==> config.mk <==
export PLATFORM = sky130hd
export DESIGN_NAME = fetcher
export DESIGN_NICKNAME = d
export VERILOG_FILES = /design/src/rtl/fetcher_pkg.sv /design/src/rtl/fetch_queue.sv /design/src/rtl/fetcher.sv
export SDC_FILE = /design/constraint.sdc
export NUM_CORES = 1
export LEC_CHECK = 0
export CAP_MARGIN = 25
export CELL_PAD_IN_SITES_DETAIL_PLACEMENT = 1
export CELL_PAD_IN_SITES_GLOBAL_PLACEMENT = 1
export CORE_MARGIN = 4
export CORE_UTILIZATION = 39
export DETAILED_ROUTE_END_ITERATION = 10
export GPL_TIMING_DRIVEN = 0
export PLACE_DENSITY_LB_ADDON = 0.1
export SYNTH_ARGS = -nofsm -noshare
export SYNTH_HDL_FRONTEND = slang
export SYNTH_SLANG_ARGS = --single-unit
==> constraint.sdc <==
create_clock -name CLK -period 3.7 [get_ports CLK]
set_input_delay 0.555 -clock CLK [delete_from_list [all_inputs] [get_ports CLK]]
set_output_delay 0.555 -clock CLK [all_outputs]
set_load 0.005 [all_outputs]
==> src/rtl/fetcher_pkg.sv <==
// Shared definitions for the instruction fetch unit: queue entry, FSM states and
// per-cycle control decisions.
package fetcher_pkg;

    typedef enum logic {
        S_RUN   = 1'b0,
        S_FAULT = 1'b1
    } fetch_state_e;

    typedef struct packed {
        logic [31:0] pc;
        logic [31:0] inst;
    } fetch_entry_t;

    typedef struct packed {
        logic redirect;
        logic misaligned;
        logic issue;
        logic push;
        logic pop;
    } control_info;

    function automatic logic is_aligned(input logic [1:0] pc_lsb);
        return pc_lsb == 2'b00;
    endfunction

endpackage

==> src/rtl/fetch_queue.sv <==
// Power-of-two FIFO of fetched instructions; flush empties it and wins over push/pop.
module fetch_queue
    import fetcher_pkg::*;
#(
    parameter int unsigned DEPTH = 2,
    localparam int unsigned PTR_W = $clog2(DEPTH),
    localparam int unsigned CNT_W = PTR_W + 1
) (
    input  logic               CLK,
    input  logic               RSTN,
    input  logic               push,
    input  fetch_entry_t       push_entry,
    input  logic               pop,
    input  logic               flush,
    output fetch_entry_t       head,
    output logic [CNT_W-1:0]   count
);

    fetch_entry_t           mem [DEPTH];
    logic [PTR_W-1:0]       wr_ptr;
    logic [PTR_W-1:0]       rd_ptr;

    always_ff @(posedge CLK or negedge RSTN) begin
        if (!RSTN) begin
            wr_ptr <= '0;
            rd_ptr <= '0;
            count  <= '0;
            for (int i = 0; i < int'(DEPTH); i++) begin
                mem[i] <= '0;
            end
        end else if (flush) begin
            wr_ptr <= '0;
            rd_ptr <= '0;
            count  <= '0;
        end else begin
            if (push) begin
                mem[wr_ptr] <= push_entry;
                wr_ptr      <= wr_ptr + PTR_W'(1);
            end
            if (pop) begin
                rd_ptr <= rd_ptr + PTR_W'(1);
            end
            count <= count + CNT_W'(push) - CNT_W'(pop);
        end
    end

    assign head = mem[rd_ptr];

endmodule

==> src/rtl/fetcher.sv <==
// Instruction fetch unit: issues sequential reads under a credit limit, queues the
// responses for decode, and follows redirects from execute.
module fetcher
    import fetcher_pkg::*;
#(
    parameter int unsigned ADDR_W   = 6,
    parameter int unsigned DEPTH    = 2,
    parameter logic [31:0] RESET_PC = 32'h0
) (
    input  logic              CLK,
    input  logic              RSTN,
    output logic              IMEM_EN,
    output logic [ADDR_W-1:0] IMEM_ADDR,
    input  logic [31:0]       IMEM_RDATA,
    output logic              INST_VALID,
    input  logic              INST_READY,
    output logic [31:0]       INST,
    output logic [31:0]       INST_PC,
    input  logic              REDIRECT_VALID,
    input  logic [31:0]       REDIRECT_PC,
    output logic              FETCH_FAULT
);

    localparam int unsigned CNT_W = $clog2(DEPTH) + 1;

    fetch_state_e       state;
    logic [31:0]        fetch_pc;
    logic               inflight;
    logic [31:0]        inflight_pc;
    logic               fetch_fault;
    control_info        ctl;
    fetch_entry_t       push_entry;
    fetch_entry_t       head;
    logic [CNT_W-1:0]   count;
    logic [31:0]        occupancy;

    assign INST_VALID = (state == S_RUN) && (count != '0);

    always_comb begin
        ctl            = '0;
        ctl.redirect   = REDIRECT_VALID;
        ctl.misaligned = REDIRECT_VALID && !is_aligned(REDIRECT_PC[1:0]);
        ctl.pop        = INST_VALID && INST_READY && !REDIRECT_VALID;
        // A response is only worth keeping if no redirect lands in its return cycle.
        ctl.push       = inflight && !REDIRECT_VALID;
        occupancy      = 32'(count) + 32'(inflight) - 32'(ctl.pop);
        // RSTN gating keeps the read request low for as long as reset is held.
        ctl.issue      = RSTN && (state == S_RUN) && !REDIRECT_VALID
                         && (occupancy < 32'(DEPTH));
    end

    always_ff @(posedge CLK or negedge RSTN) begin
        if (!RSTN) begin
            state       <= S_RUN;
            fetch_pc    <= RESET_PC;
            inflight    <= 1'b0;
            inflight_pc <= '0;
            fetch_fault <= 1'b0;
        end else begin
            inflight <= ctl.issue;
            if (ctl.issue) begin
                inflight_pc <= fetch_pc;
                fetch_pc    <= fetch_pc + 32'd4;
            end
            unique case (state)
                S_RUN: begin
                    if (ctl.redirect && ctl.misaligned) begin
                        state       <= S_FAULT;
                        fetch_fault <= 1'b1;
                    end
                end
                S_FAULT: begin
                    if (ctl.redirect && !ctl.misaligned) begin
                        state       <= S_RUN;
                        fetch_fault <= 1'b0;
                    end
                end
                default: state <= S_RUN;
            endcase
            if (ctl.redirect) begin
                fetch_pc <= REDIRECT_PC;
            end
        end
    end

    always_comb begin
        push_entry      = '0;
        push_entry.pc   = inflight_pc;
        push_entry.inst = IMEM_RDATA;
    end

    fetch_queue #(
        .DEPTH(DEPTH)
    ) u_queue (
        .CLK        (CLK),
        .RSTN       (RSTN),
        .push       (ctl.push),
        .push_entry (push_entry),
        .pop        (ctl.pop),
        .flush      (ctl.redirect),
        .head       (head),
        .count      (count)
    );

    assign IMEM_EN     = ctl.issue;
    assign IMEM_ADDR   = fetch_pc[ADDR_W+1:2];
    assign INST        = head.inst;
    assign INST_PC     = head.pc;
    assign FETCH_FAULT = fetch_fault;

endmodule

# Word level (Yosys, flattened, before mapping)
# Cells that the tools add are included.
# word_totals
reg_bits	199
inputBits	68
output_inout_bits	73
elab_cells	69
# classes
addsub	7
magnitude_cmp	4
n_eq_ne	2
n_mux	19
bitwise_logic	4
reduce_logical	21
# ops
cell	count
64-bit 2-to-1 mux	4
128-bit bitwise mux	1
64-bit demux with 1-bit select	1
32-bit 2-to-1 mux	2
32-bit by 3-bit adder with 32-bit output, second input constant	1
32-bit by 2-bit less-than comparator with 1-bit output, second input constant	1
1-bit logical AND	11
1-bit 2-to-1 mux	8
2-bit nonzero test	4
2-bit >= comparator, second input constant	2
2-bit by 1-bit inequality test with 1-bit output, second input constant	2
1-bit NOT with 2-bit output	2
1-bit one-hot mux with 2 select lines	2
2-bit AND reduction	2
3-bit by 1-bit subtractor with 4-bit output	1
2-bit by 1-bit adder with 3-bit output	1
1-bit logical NOT	3
1-bit adder, second input constant	2
2-bit by 1-bit adder with 2-bit output	1
2-bit logical NOT	1
2-bit by 1-bit less-than comparator with 1-bit output, second input constant	1
2-bit 2-to-1 mux	1
1-bit NOT	2
2-bit by 1-bit subtractor with 2-bit output	1

# Depth between registers and ports, before layout
# depth
word_depth	9
mapped_depth	16
mapped_depth_nobuf	14

# By module
# A second synthesis with hierarchy kept.
# hier_totals
cells_unflattened	741
hier_area_um2	9495.4
# by_module_without_submodules
module	n_inst	cells_each	area_each_um2	seq_area_each_um2
fetch_queue	1	358	6138.4	3303.2
fetcher	1	383	3357.0	1676.6

# Worst setup path after synthesis
# OpenSTA, ideal clock, no wires.
# synth_timing
path_type	input to output
startpoint	input port REDIRECT_VALID
endpoint	output port IMEM_EN
arrival_time_ns	3.455
required_time_ns	3.145
setup_slack_ns	-0.310
path_stages	14
n_path_buf	6
cell_sequence	buf_6 -> clkbuf_1 -> clkbuf_1 -> nor2_1 -> ha_1 -> nand2b_1 -> inv_1 -> fa_1 -> or4b_1 -> a211o_1 -> buf_6 -> inv_2 -> buf_4 -> buf_2
# synth_via
elab_chain_len	5
word_cells_on_any_way	6
classes_between	add/sub: 1; order compare: 1; reduce/logical: 4
# synth_rtl
element	line_no	rtl
start, declared	fetcher.sv:19	input logic REDIRECT_VALID,
1-bit logical NOT *	fetcher.sv:43, fetcher.sv:48	
1-bit logical AND	fetcher.sv:43	ctl.pop = INST_VALID && INST_READY && !REDIRECT_VALID;
3-bit by 1-bit subtractor with 4-bit output	fetcher.sv:46	occupancy = 32'(count) + 32'(inflight) - 32'(ctl.pop);
32-bit by 2-bit less-than comparator with 1-bit output	fetcher.sv:49	&& (occupancy < 32'(DEPTH));
1-bit logical AND *	fetcher.sv:49	
end, declared	fetcher.sv:12	output logic IMEM_EN,
# Every way passes the cells marked *; elsewhere a longest branch is shown, timed or not.

# Final worst setup path
# layout_timing
startpoint	register u_queue.count[0]
endpoint	output port IMEM_EN
# layout_via
elab_chain_len	7
word_cells_on_any_way	8
classes_between	add/sub: 2; order compare: 1; reduce/logical: 5
# layout_rtl
element	line_no	rtl
start, declared	fetch_queue.sv:16	output logic [CNT_W-1:0] count
start signal, assigned	fetch_queue.sv:43	count <= count + CNT_W'(push) - CNT_W'(pop);
2-bit nonzero test	fetcher.sv:37	assign INST_VALID = (state == S_RUN) && (count != '0);
1-bit logical AND	fetcher.sv:37	
1-bit logical AND (2 in series)	fetcher.sv:43	
3-bit by 1-bit subtractor with 4-bit output *	fetcher.sv:46	
32-bit by 2-bit less-than comparator with 1-bit output *	fetcher.sv:49	
1-bit logical AND *	fetcher.sv:49	
# Marked as above.

==> flow_metrics.tcl <==
set metrics [dict create \
    status "complete, but fails checks" \
    violations "negative setup slack" \
    start_util_pct 39.6 \
    hold_viol 0 \
    worstMarginPinSlew_ns 0.951 \
    finalCriticalPeriod_ns 3.81 \
    grt_max_degree 126 \
    p_seq_share_pct 45.9 \
    cts_hold_buf 0 \
    synth.most_common_cell "dfrtp_1" \
    ys_ff_latch 199 \
    swShare_pct 25.7 \
    drt_wl_total_um 24800 \
    portBuffers 139 \
    syn_inst 739 \
    min_period_over_period_pct 103 \
    antenna_cells 0 \
    ctsRootBufferMaster "clkbuf_16" \
    setup_viol 1 \
    grt_pass1_wl_um 40200 \
    dominantRegCellSynth "dfrtp_1" \
    antenna_found_initial 0 \
    vias 6441 \
    crit_slowest_cell "or4b_1" \
    avgViaCountPerCell 5.31 \
    p_per_area_mw_per_mm2 529 \
    groute.usage.overall_pct 19.6 \
    firstDrtPassIters 4 \
    cts_tree "done" \
    p_sw_mw 1.58 \
    peakVddDrop_mv 0.272 \
    synth_commonest_cells "dfrtp_1 (199), mux2_2 (194), nand2_1 (128), clkbuf_1 (32), o21ai_0 (23)" \
    max_stage_delay_ns 0.47 \
    die-height_um 160 \
    critical_path_class "reg -> out" \
    synthArstFlopShare_pct 100 \
    maxSlewViolCount 0 \
    critPathCaptureType "primary output" \
    first_iter_violations 356 \
    p_leak_nw 5.31 \
    coreArea_mm2 0.0226 \
    tns_ns -0.106 \
    fin_worst_skew_ns 0.0106 \
    syn_area_mm2 0.00897 \
    wl_per_cell_um 20.4 \
    hold_path.class "in -> async" \
    grt.overflow.total 0 \
    synth_edf_count 0 \
    crit_path_start_kind "register" \
    clk_latency_ns 0.44 \
    chipWidth_um 160 \
    fmax_mhz 263 \
    cp_data_required_time_ns 3.14 \
    post-route-util_pct 51.3 \
    regArea_mm2 0.00498 \
    yosysTopAreaCellShare_pct 55.5 \
    fillers 2367 \
    synth_area_per_cell_um2 12.1 \
    intPower_mw 4.56 \
    rsz0062_at_grt "true" \
    synth_nets 813 \
    yosys_warnings 0 \
    synth.distinct_cells 41 \
    critical_path_peak_fanout 2 \
    seq_area_frac_synth_pct 55.5 \
    p_clk_share_pct 32.0 \
    h-tree-depth 4 \
    layout-drive-gt1-share_pct 30.2 \
    cts_buffers 17 \
    route.detailed.drc 0 \
    die_area_mm2 0.0255 \
    clk_pin_slew_ns 0.07 \
    slew_headroom_pct 36.0 \
    dp_hpwl_um 17300 \
    place_congestion 0.794 \
    ant_nets 0 \
    io_pins 141 \
    synth_top_cell_by_area "dfrtp_1" \
    grt_pass1_vias 7216 \
    cts.sinks 199 \
    multi_input_area_mm2 0.00378 \
    arrival_ns 3.25 \
    num_rows 55 \
    nNetsFinal 989 \
    synthToLayoutAreaGrowth_pct 29.4 \
    finalWorstSetupSlack_ns -0.106 \
    synth_area_leaders "dfrtp_1 (56%), mux2_2 (24%), nand2_1 (5.4%)" \
    pre_cts_slack_ns -0.894 \
    cts_buffer_depth 2 \
    max-cap-violations 0 \
    power_frac_comb_pct 22.2 \
    crit_chain "inv_2 > a21oi_4 > nand2_2 > nor2_4 > ha_4 > nand2b_4 > inv_2 > fa_1 > or4b_1 > a211o_1 > inv_4 > buf_8 > buf_8 > buf_6" \
]
==> layer usage <==
layer	share of wire, %	vias to the layer above	global-route usage [%]
met5	0	-	0
met4	1.5	0	5.25
met3	3.5	26	3.38
met2	51	136	33.9
met1	44	3325	25.6
li1	-	2954	-
==> per-stage QoR <==
| step | instances | instance area [µm²] | hold slack, ns | power [mW] |
|---|---|---|---|---|
| final | 1213 | 11600 | 0.0751 | 6.14 |
| after global routing | 1213 | 11600 | 0.0969 | 6.45 |
| after CTS | 1209 | 11600 | 0.100 | 6.21 |
| after detailed placement | 1166 | 10800 | 0.472 | 4.22 |
| after global placement | 1163 | 10700 | 0.449 | 4.14 |
| after floorplan | 739 | 9000 | 0.259 | 3.40 |
==> layout by cell type (no fill, tap or decap), types with 3 or more instances in the layout <==
master,count
buf_6,4
mux2i_1,4
inv_2,3
clkbuf_8,3
buf_4,23
a21oi_1,7
ha_1,4
o311ai_1,3
a32oi_1,4
o21ai_0,20
o311ai_0,7
nor2b_1,6
a211o_1,3
nand2_1,127
clkbuf_1,26
clkdlybuf4s50_1,137
buf_8,3
clkinvlp_4,3
and2_1,3
nand2b_1,5
inv_1,9
nor2_1,14
bufinv_16,3
nand4_1,8
mux2_2,194
dfrtp_1,198
clkbuf_2,3
and3_1,5
nand3_1,17
o211ai_1,6
a221o_1,5
xnor2_1,4
buf_2,4
nor4_1,7
clkbuf_16,17
==> power groups by stage <==
| stage | Clock, mW | Combinational [mW] | Sequential, mW |
|---|---|---|---|
| 2_1_floorplan | 0 | 0.646 | 2.76 |
| 3_3_place_gp | 0 | 1.32 | 2.82 |
| 3_5_place_dp | 0 | 1.36 | 2.86 |
| 4_1_cts | 2.01 | 1.38 | 2.82 |
| 5_1_grt | 2.11 | 1.48 | 2.87 |
| 6_report | 1.96 | 1.36 | 2.81 |
==> state kept, by name (all words and copies together) (netlist names), named ones only <==
register        flops
u_queue.mem       128
fetch_pc           32
inflight_pc        32
u_queue.count       2
FETCH_FAULT         1
inflight            1
u_queue.rd_ptr      1
u_queue.wr_ptr      1
==> critical path, delay by kind of cell (launching register included) <==
family | cells | cell delay (ns)
AND/OR/NAND/NOR | 4 | 0.85
adder cells (fa/ha/maj) | 2 | 0.59
AO/OA/AOI/OAI | 2 | 0.53
buffers and inverters | 6 | 0.47
flip-flops | 1 | 0.38
==> worst paths after layout <==
path / end / from / slack [ns] / depth (start not counted)
worst max-delay path: IMEM_EN / u_queue.count[0] / -0.11 / 14
worst min-delay path: u_queue.mem[15] / RSTN / 0.08 / 1
worst max register to register: fetch_pc[16] / u_queue.count[0] / 0.11 / 16
worst min register to register: inflight_pc[1] / fetch_pc[1] / 0.49 / 2
max in group asynchronous: fetch_pc[28] / RSTN / 2.53 / 2
min in group CLK: inflight_pc[1] / fetch_pc[1] / 0.49 / 2
==> logic make-up after synthesis <==
group / synth area share, %
xor gates and xnor gates: 0.586
muxes: 24.8
and+or+nand+nor: 10.2
DFF: 55.5
buffers and inverters: 2.94
AOI/OAI and AO/OA: 5.06
adders and majority gates: 0.921
==> repair_timing <==
action | 4_1_cts | 5_1_grt
endpoints found under the setup margin | 60 | 45
gates resized for setup | 22 | 23
buffers inserted | 11 | 5
pin swaps | 7 | 7
==> area by class of cell <==
type	count	share of cell area, %
flip-flops and latches	199	42.9
multi-input cells	482	32.6
repair buffers	158	13.5
clock buffers	20	3.94
well taps	285	3.07
plain buffers	44	2.12
clock inverters	12	1.43
inverters	13	0.442
(Power assumes the default switching activity.)
